File: src/rtl/video_mode_ctrl.sv
// Video mode sequencer for pixel_counters: holds the three-mode timing table, brings timing up and switches modes at frame boundaries.
// Optional watchdog on WAIT_FS/MUTE stalls is enabled by defining VIDEO_MODE_CTRL_WDOG_EN (adds the wdog_trip output).
module video_mode_ctrl #(
   parameter int SETTLE_CYCLES = 16,
   parameter int MUTE_FRAMES   = 2
) (
   input  logic        pixel_clk,
   input  logic        rst,
   input  logic        enable,
   input  logic        mode_req,
   input  logic [1:0]  mode_sel,
   input  logic        frame_start,
   output logic        mode_ack,
   output logic        mode_err,
   output logic [11:0] h_total,
   output logic [11:0] v_total,
   output logic [11:0] h_sync,
   output logic [11:0] v_sync,
   output logic        ctr_rst_n,
   output logic        video_en,
   output logic [1:0]  cur_mode,
   output logic        busy
`ifdef VIDEO_MODE_CTRL_WDOG_EN
   ,
   output logic        wdog_trip
`endif
);

   typedef enum logic [2:0] {
      S_OFF,
      S_HOLD,
      S_MUTE,
      S_RUN,
      S_WAIT_FS
   } state_t;

   typedef struct packed {
      logic [11:0] h_total;
      logic [11:0] v_total;
      logic [11:0] h_sync;
      logic [11:0] v_sync;
   } timing_t;

   localparam logic [7:0] SETTLE_LD    = 8'(SETTLE_CYCLES);
   localparam logic [4:0] MUTE_N       = 5'(MUTE_FRAMES);
   localparam logic [1:0] MODE_INVALID = 2'd3;

   function automatic timing_t mode_timing(input logic [1:0] m);
      timing_t t;
      case (m)
         2'd1:    t = {12'd858,  12'd525,  12'd62, 12'd6};
         2'd2:    t = {12'd2200, 12'd1125, 12'd44, 12'd5};
         default: t = {12'd1650, 12'd750,  12'd40, 12'd5};
      endcase
      return t;
   endfunction

   state_t     state;
   timing_t    tim;
   logic [1:0] pend_mode;
   logic [7:0] settle_cnt;
   logic [4:0] mute_cnt;

`ifdef VIDEO_MODE_CTRL_WDOG_EN
   localparam logic [23:0] WDOG_MAX = 24'hFF_FFFF;
   logic [23:0] wdog_cnt;
`endif

   assign h_total = tim.h_total;
   assign v_total = tim.v_total;
   assign h_sync  = tim.h_sync;
   assign v_sync  = tim.v_sync;

   always_ff @(posedge pixel_clk or posedge rst) begin
      if (rst) begin
         state      <= S_OFF;
         tim        <= mode_timing(2'd0);
         cur_mode   <= 2'd0;
         pend_mode  <= 2'd0;
         settle_cnt <= '0;
         mute_cnt   <= '0;
         ctr_rst_n  <= 1'b0;
         video_en   <= 1'b0;
         mode_ack   <= 1'b0;
         mode_err   <= 1'b0;
         busy       <= 1'b0;
`ifdef VIDEO_MODE_CTRL_WDOG_EN
         wdog_cnt   <= '0;
         wdog_trip  <= 1'b0;
`endif
      end else begin
         mode_ack <= 1'b0;
         mode_err <= 1'b0;
`ifdef VIDEO_MODE_CTRL_WDOG_EN
         wdog_trip <= 1'b0;
         wdog_cnt  <= '0;
`endif
         // Dropping enable wins over every other event; the pending mode is simply forgotten.
         if (state != S_OFF && !enable) begin
            state     <= S_OFF;
            ctr_rst_n <= 1'b0;
            video_en  <= 1'b0;
            busy      <= 1'b0;
         end else begin
            case (state)
               S_OFF: begin
                  if (mode_req) begin
                     if (mode_sel == MODE_INVALID) begin
                        mode_err <= 1'b1;
                     end else begin
                        cur_mode <= mode_sel;
                        tim      <= mode_timing(mode_sel);
                        mode_ack <= 1'b1;
                     end
                  end
                  if (enable) begin
                     state      <= S_HOLD;
                     settle_cnt <= SETTLE_LD;
                     busy       <= 1'b1;
                  end
               end

               S_HOLD: begin
                  if (settle_cnt <= 8'd1) begin
                     ctr_rst_n <= 1'b1;
                     busy      <= 1'b0;
                     mute_cnt  <= '0;
                     if (MUTE_N == 5'd0) begin
                        state    <= S_RUN;
                        video_en <= 1'b1;
                     end else begin
                        state <= S_MUTE;
                     end
                  end else begin
                     settle_cnt <= settle_cnt - 8'd1;
                  end
               end

               S_MUTE, S_RUN: begin
                  if (mode_req && mode_sel != MODE_INVALID) begin
                     pend_mode <= mode_sel;
                     mode_ack  <= 1'b1;
                     video_en  <= 1'b0;
                     busy      <= 1'b1;
                     state     <= S_WAIT_FS;
                  end else begin
                     if (mode_req) mode_err <= 1'b1;
                     if (state == S_MUTE) begin
                        if (frame_start) begin
                           if (mute_cnt + 5'd1 == MUTE_N) begin
                              state    <= S_RUN;
                              video_en <= 1'b1;
                           end else begin
                              mute_cnt <= mute_cnt + 5'd1;
                           end
                        end
`ifdef VIDEO_MODE_CTRL_WDOG_EN
                        else if (wdog_cnt == WDOG_MAX) begin
                           state      <= S_HOLD;
                           settle_cnt <= SETTLE_LD;
                           ctr_rst_n  <= 1'b0;
                           busy       <= 1'b1;
                           wdog_trip  <= 1'b1;
                        end else begin
                           wdog_cnt <= wdog_cnt + 24'd1;
                        end
`endif
                     end
                  end
               end

               S_WAIT_FS: begin
                  // New timing is loaded only on the edge that also asserts counter reset.
                  if (frame_start) begin
                     state      <= S_HOLD;
                     cur_mode   <= pend_mode;
                     tim        <= mode_timing(pend_mode);
                     ctr_rst_n  <= 1'b0;
                     settle_cnt <= SETTLE_LD;
                  end
`ifdef VIDEO_MODE_CTRL_WDOG_EN
                  else if (wdog_cnt == WDOG_MAX) begin
                     state      <= S_HOLD;
                     cur_mode   <= pend_mode;
                     tim        <= mode_timing(pend_mode);
                     ctr_rst_n  <= 1'b0;
                     settle_cnt <= SETTLE_LD;
                     wdog_trip  <= 1'b1;
                  end else begin
                     wdog_cnt <= wdog_cnt + 24'd1;
                  end
`endif
               end

               default: begin
                  state     <= S_OFF;
                  ctr_rst_n <= 1'b0;
                  video_en  <= 1'b0;
                  busy      <= 1'b0;
               end
            endcase
         end
      end
   end

endmodule

File: config.mk
export PLATFORM = sky130hd
export DESIGN_NAME = video_mode_ctrl
export DESIGN_NICKNAME = d
export VERILOG_FILES = /design/src/rtl/video_mode_ctrl.sv
export SDC_FILE = /design/constraint.sdc
export NUM_CORES = 1
export LEC_CHECK = 0
export ABC_AREA = 1
export ABC_CLOCK_PERIOD_IN_PS = 3800
export BUFFER_PORTS_ARGS = -buffer_cell sky130_fd_sc_hd__buf_2
export CAP_MARGIN = 20
export CORE_MARGIN = 2
export CORE_UTILIZATION = 50
export CTS_CLUSTER_DIAMETER = 60
export CTS_CLUSTER_SIZE = 10
export DETAILED_ROUTE_END_ITERATION = 12
export PLACE_DENSITY_LB_ADDON = 0.3
export SYNTH_ARGS = -nofsm -noshare
export SYNTH_HDL_FRONTEND = slang
export SYNTH_SLANG_ARGS = --single-unit
File: constraint.sdc
create_clock -name pixel_clk -period 3.8 [get_ports pixel_clk]
set_input_delay 0.19 -clock pixel_clk [delete_from_list [all_inputs] [get_ports pixel_clk]]
set_output_delay 0.19 -clock pixel_clk [all_outputs]
set_load 0.05 [all_outputs]
== After elaboration in Yosys (flattened, before gate mapping) ==
Index checks and enable logic that the tools add are counted.

* Register bits after elaboration: 73
* Input port bits: 7
* Output and inout port bits: 55
* Logic and storage cells: 123

* Add/subtract/negate cells: 2
* Order comparisons: 1
* Eq/ne operators: 31
* Muxes and demuxes: 55
* Bitwise logic cells: 1
* Reduce and logical (&&, ||, !) cells: 19

{| class="wikitable"
|+ Operator list
! operator !! count
|-
| $pmux 48 s2 || 3
|-
| $mux 48 || 3
|-
| $mux 5 || 5
|-
| $mux 3 || 8
|-
| $mux 8 || 3
|-
| $ne 2x2->1 const B || 12
|-
| $pmux 8 s3 || 1
|-
| $mux 1 || 21
|-
| $ne 3x3->1 const B || 4
|-
| $ne 4x4->1 const B || 3
|-
| $pmux 3 s4 || 1
|-
| $pmux 5 s2 || 1
|-
| $reduce_and 5->1 || 2
|-
| $le 8x1->1 const B || 1
|-
| $reduce_and 4->1 || 2
|-
| $sub 8x1->8 const B || 1
|-
| $reduce_and 7->1 || 1
|-
| $eq 2x2->1 const B || 3
|-
| $eq 3x2->1 const B || 2
|-
| $mux 2 || 3
|-
| $pmux 1 s2 || 3
|-
| $reduce_and 3->1 || 2
|-
| $reduce_and 6->1 || 1
|-
| $reduce_bool 3->1 || 2
|-
| 16 further kinds || 21
|}

== Logic depth before layout (Yosys ltp) ==
* Depth in word-level cells: 8
* Gate-level depth with buffers: 11
* Gate-level depth less buffers: 11

== Worst setup path before layout ==
No wires, ideal clock.

* Path kind: register -> register
* Start point: register settle_cnt[0]
* End point: register mute_cnt[2]
* Library setup time: 0.117 ns
* Data arrival time: 1.418 ns
* Data required time: 3.683 ns
* Slack: 2.265 ns
* Cell stages (with the launch flop): 12
* Buffers on the path: 0
* Clock period less this slack: 1.535 ns
* Path through: dfrtp_1 -> inv_1 -> ha_1 -> nor2_1 -> nor2_1 -> nand2_1 -> nand2_1 -> inv_2 -> nor2_4 -> nand2_2 -> nand2_1 -> nand2_1

* Cells in the longest elaborated chain, start to end: 3

{| class="wikitable"
|+ RTL lines
! item !! line !! source
|-
| start: declaration || 61 || <nowiki>logic [7:0] settle_cnt;</nowiki>
|-
| start signal: assignment || 135 || <nowiki>settle_cnt <= settle_cnt - 8'd1;</nowiki>
|-
| $le 8x1->1 || 124 || <nowiki>if (settle_cnt <= 8'd1) begin</nowiki>
|-
| $ne 2x2->1 (no line) || - ||
|-
| $reduce_and 7->1 (no line) || - ||
|-
| end signal: assignment || 154 || <nowiki>mute_cnt <= mute_cnt + 5'd1;</nowiki>
|-
| end: declaration || 62 || <nowiki>logic [4:0] mute_cnt;</nowiki>
|}

Every way passes these cells.
A chain may end at the register's enable or synchronous reset.

== Worst setup path in the final report ==
* Start point: register state[0]
* End point: register tim (netlist bit h_total[3])

* Cells in the longest elaborated chain, start to end: 4
* Elaborated cells between the ends (all ways): 11
* Those cells by class: 4 x eq/ne; 1 x mux; 1 x bitwise; 5 x reduce/logical

{| class="wikitable"
|+ RTL lines
! item !! line !! source
|-
| start: declaration || 58 || <nowiki>state_t state;</nowiki>
|-
| start signal: assignment || 76 || <nowiki>state <= S_OFF;</nowiki>
|-
| start signal: assignment || 100 || <nowiki>state <= S_OFF;</nowiki>
|-
| start signal: assignment || 117 || <nowiki>state <= S_HOLD;</nowiki>
|-
| branches (longest 4 deep; another with $reduce_and 5->1) || - ||
|-
| end signal: assignment || 77 || <nowiki>tim <= mode_timing(2'd0);</nowiki>
|-
| end signal: assignment || 112 || <nowiki>tim <= mode_timing(mode_sel);</nowiki>
|-
| end signal: assignment || 177 || <nowiki>tim <= mode_timing(pend_mode);</nowiki>
|-
| end: declaration || 59 || <nowiki>timing_t tim;</nowiki>
|}

Several ways; the timed one is not identified.

==> impl_metrics.csv <==
group,metric,value,unit
power_and_ir_drop,p_leak,1.33,nW
finish,insertedDiodeCount,0,
synthesis,synthesis_warnings,0,
power_and_ir_drop,peakVddDrop,0.000392,V
drt,drc,0,
power_and_ir_drop,share_comb_of_total_power,0.614,
clock_network,cts_inserted_buffers,5,
timing,rsz0062_at_grt,"no",
min_path,hold_path_class,"primary input to register",
clock_network,tritoncts_clock_tree,"yes",
synthesis,synthCells,294,
floorplanning,starting_utilization_of_the_core_area,0.516,
finish,seq_area,779,µm²
placement,gp_routability_congestion,0.846,
placement,io_buffer_count,35,
critical_path,worst-endpoint-required,3.98,ns
timing,timing.final.max_slew_violations,0,
timing,period_utilisation_layout,0.487,
synthesis,yosysSeqAreaShare,0.347,
clock_network,cts_setup_buffers,0,
finish,finish.net_count,338,
placement,hpwl_reported_at_the_end_of_detailed_placement,3040,µm
critical_path,crit_path_frequent_cell,"sky130_fd_sc_hd__nand2_1",
critical_path,arrival,2.03,ns
critical_path,worst_path_max_delay_cell,"sky130_fd_sc_hd__dfrtp_1",
floorplanning,io_pins,62,
timing,skew,0.00987,ns
global_routing,number_of_antenna_violations_at_the_first_check_in_global_routing,0,
clock_network,clk-insertion-delay-late,0.29,ns
drt,drtPass1Iterations,4,
critical_path,crit_path_end_kind,"register",
floorplanning,floorplan.rows,24,
finish,mostFrequentLayoutCell,"sky130_fd_sc_hd__nand2_1",
clock_network,cts-root-buf,"sky130_fd_sc_hd__clkbuf_8",
critical_path,cells_traversed_along_the_worst_timing_path,"nor2_4 > nand2_2 > nand2_1 > nand2_1 > nor3_4 > nand2_1 > o21a_1",
global_routing,first_pass_grt_wire_length,6930,µm
drt,via_density_per_instance,4.69,
critical_path,setup.worst_path.class,"register to register",
drt,post_drt_wl_per_cell,10.7,µm
timing,post_route_setup_tns,0,ns
synthesis,synth-seq-cells,31,
timing,layout_min_cycle_time,1.85,ns
run,maxCapViolations,0,
power_and_ir_drop,power.share.switching,0.565,
timing,timing.final.hold_violations,0,
floorplanning,core,0.00435,mm²
finish,final_cell_mix,"sky130_fd_sc_hd__nand2_1 (69), sky130_fd_sc_hd__buf_2 (35), sky130_fd_sc_hd__nor2_1 (31), sky130_fd_sc_hd__dfrtp_1 (28)",
global_routing,grtUsageTotal,0.171,
floorplanning,die_y,71,µm
clock_network,clock_tree.buffer_depth,2,
floorplanning,die_area,0.00504,mm²
placement,detailed_place.area,0.00225,mm²
critical_path,maximum_single_stage_delay_on_the_critical_path,0.45,ns
critical_path,critical_path.max_fanout,11,
drt,detailroute.via_count,1739,
critical_path,timing.critical_path.from_type,"register",
drt,dr.first_iter.drc_count,99,
timing,max_freq,540,MHz
status,run_status,"completed",
placement,placed_insts,362,
clock_network,cts.htree.levels,2,
synthesis,synth_area_per_cell,7.63,µm²
drt,final_antenna_net_count,0,
synthesis,post_synthesis_cell_area,0.00224,mm²
clock_network,clock_pin_slew_worst_setup_and_hold_paths,0.07,ns
finish,synthToLayoutAreaGrowth,5.85,%
clock_network,cts.sinks,31,
power_and_ir_drop,switching_power,1.33,mW
finish,filler_instances,395,
finish,multi_input_area,0.00110,mm²
finish,layoutNonFillerInstCount,371,
power_and_ir_drop,power.share.clock,0.143,
global_routing,largest_net_degree_at_the_start_of_global_routing,32,
power_and_ir_drop,register_share_of_total_power,0.243,
global_routing,first_global_vias,1560,
finish,fraction_of_layout_cells_with_a_size_suffix_above_1,0.210,
power_and_ir_drop,total_power,2.36,mW
floorplanning,die_width,71,µm
timing,setup-violations-final,0,
drt,wl,3960,µm
synthesis,yosys.cell_types.count,30,
power_and_ir_drop,power.density_cell_area,993,mW/mm²
finish,fin_area,0.00238,mm²
power_and_ir_drop,pint,1.03,mW
global_routing,globalRouteOverflowTotal,0,
==> routing by layer <==
layer / track usage / wire length [µm] / vias up
li1: - / - / 908
met1: 0.228 / 1800 / 769
met2: 0.274 / 1860 / 57
met3: 0.0442 / 251 / 5
met4: 0.0503 / 41 / 0
met5: 0 / 0 / -
==> path summary, 6_finish.rpt <==
kind | startpoint | to | slack [ns] | depth (start not counted)
min in group asynchronous | rst | h_total[3] | 0.52 | 4
worst min register to register | video_en | video_en | 0.49 | 2
max in group asynchronous | rst | h_total[10] | 2.96 | 4
worst max register to register | state[0] | h_total[3] | 1.95 | 7
worst min-delay path | mode_req | mode_err | 0.13 | 3
worst max-delay path | state[0] | h_total[3] | 1.95 | 7
==> state kept, by name, summed over array words and instances, names as in the netlist <==
register and flops:
settle_cnt 8, h_total 5, mute_cnt 5, state 3
cur_mode 2, pend_mode 2, busy 1, ctr_rst_n 1
mode_ack 1, mode_err 1, v_total 1, video_en 1
==> critical path, delay by kind of cell (launching register included) <==
family / cells / cell delay (ns)
flip-flops: 1 / 0.45
AO/OA/AOI/OAI: 1 / 0.13
AND/OR/NAND/NOR: 6 / 1.17
==> final cells by class <==
type / instances / area share
multi-input combinational: 211 / 0.462
sequential: 31 / 0.328
timing repair buffer: 37 / 0.0811
inverter: 32 / 0.0516
clock buffer: 6 / 0.0348
tap: 52 / 0.0274
clock inverter: 2 / 0.0147
==> synth_stat cells (all sizes together) <==
| library cell | count | area (µm²) |
|---|---|---|
| a21oi | 2 | 10.0 |
| a31oi | 4 | 25.0 |
| buf | 44 | 334 |
| conb | 2 | 7.51 |
| dfrtp | 28 | 701 |
| dfstp | 3 | 78.8 |
| ha | 13 | 163 |
| inv | 32 | 123 |
| nand2 | 74 | 300 |
| nand3 | 23 | 125 |
| nand4 | 4 | 25.0 |
| nor2 | 35 | 156 |
| nor3 | 2 | 21.3 |
| o211ai | 1 | 12.5 |
| o21a | 2 | 15.0 |
| o21ai | 17 | 85.1 |
| o22ai | 1 | 6.26 |
| or2 | 2 | 12.5 |
| xor2 | 5 | 43.8 |
==> power groups by stage <==
stage / clock network [mW] / logic (mW) / registers (mW)
finish: 0.337 / 1.45 / 0.574
global placement: 0 / 1.44 / 0.576
floorplan: 0 / 1.13 / 0.782
detailed placement: 0 / 1.46 / 0.581
global route: 0.361 / 1.59 / 0.597
CTS: 0.346 / 1.46 / 0.576
==> cell families after synthesis <==
group           share of synthesized area
simple gates                        0.285
flops                               0.347
fa+ha+maj                          0.0725
buf+inv                             0.203
compound gates                     0.0686
xor+xnor                           0.0195
other cells                       0.00335
==> through the flow <==
| stage | util | hold slack [ns] | setup slack (ns) |
|---|---|---|---|
| after floorplan | - | 0.291 | 2.27 |
| after global placement | 0.516 | 0.296 | 2.06 |
| after detailed placement | 0.516 | 0.294 | 1.99 |
| after CTS | 0.546 | 0.120 | 1.98 |
| after global routing | 0.546 | 0.132 | 1.74 |
| final | 0.546 | 0.127 | 1.95 |
==> repair_timing <==
item	4_1_cts	5_1_grt
hold buffers	1	0
resized for setup	0	0
hold endpoints to repair	26	0
Power figures use the tool's default switching activity.
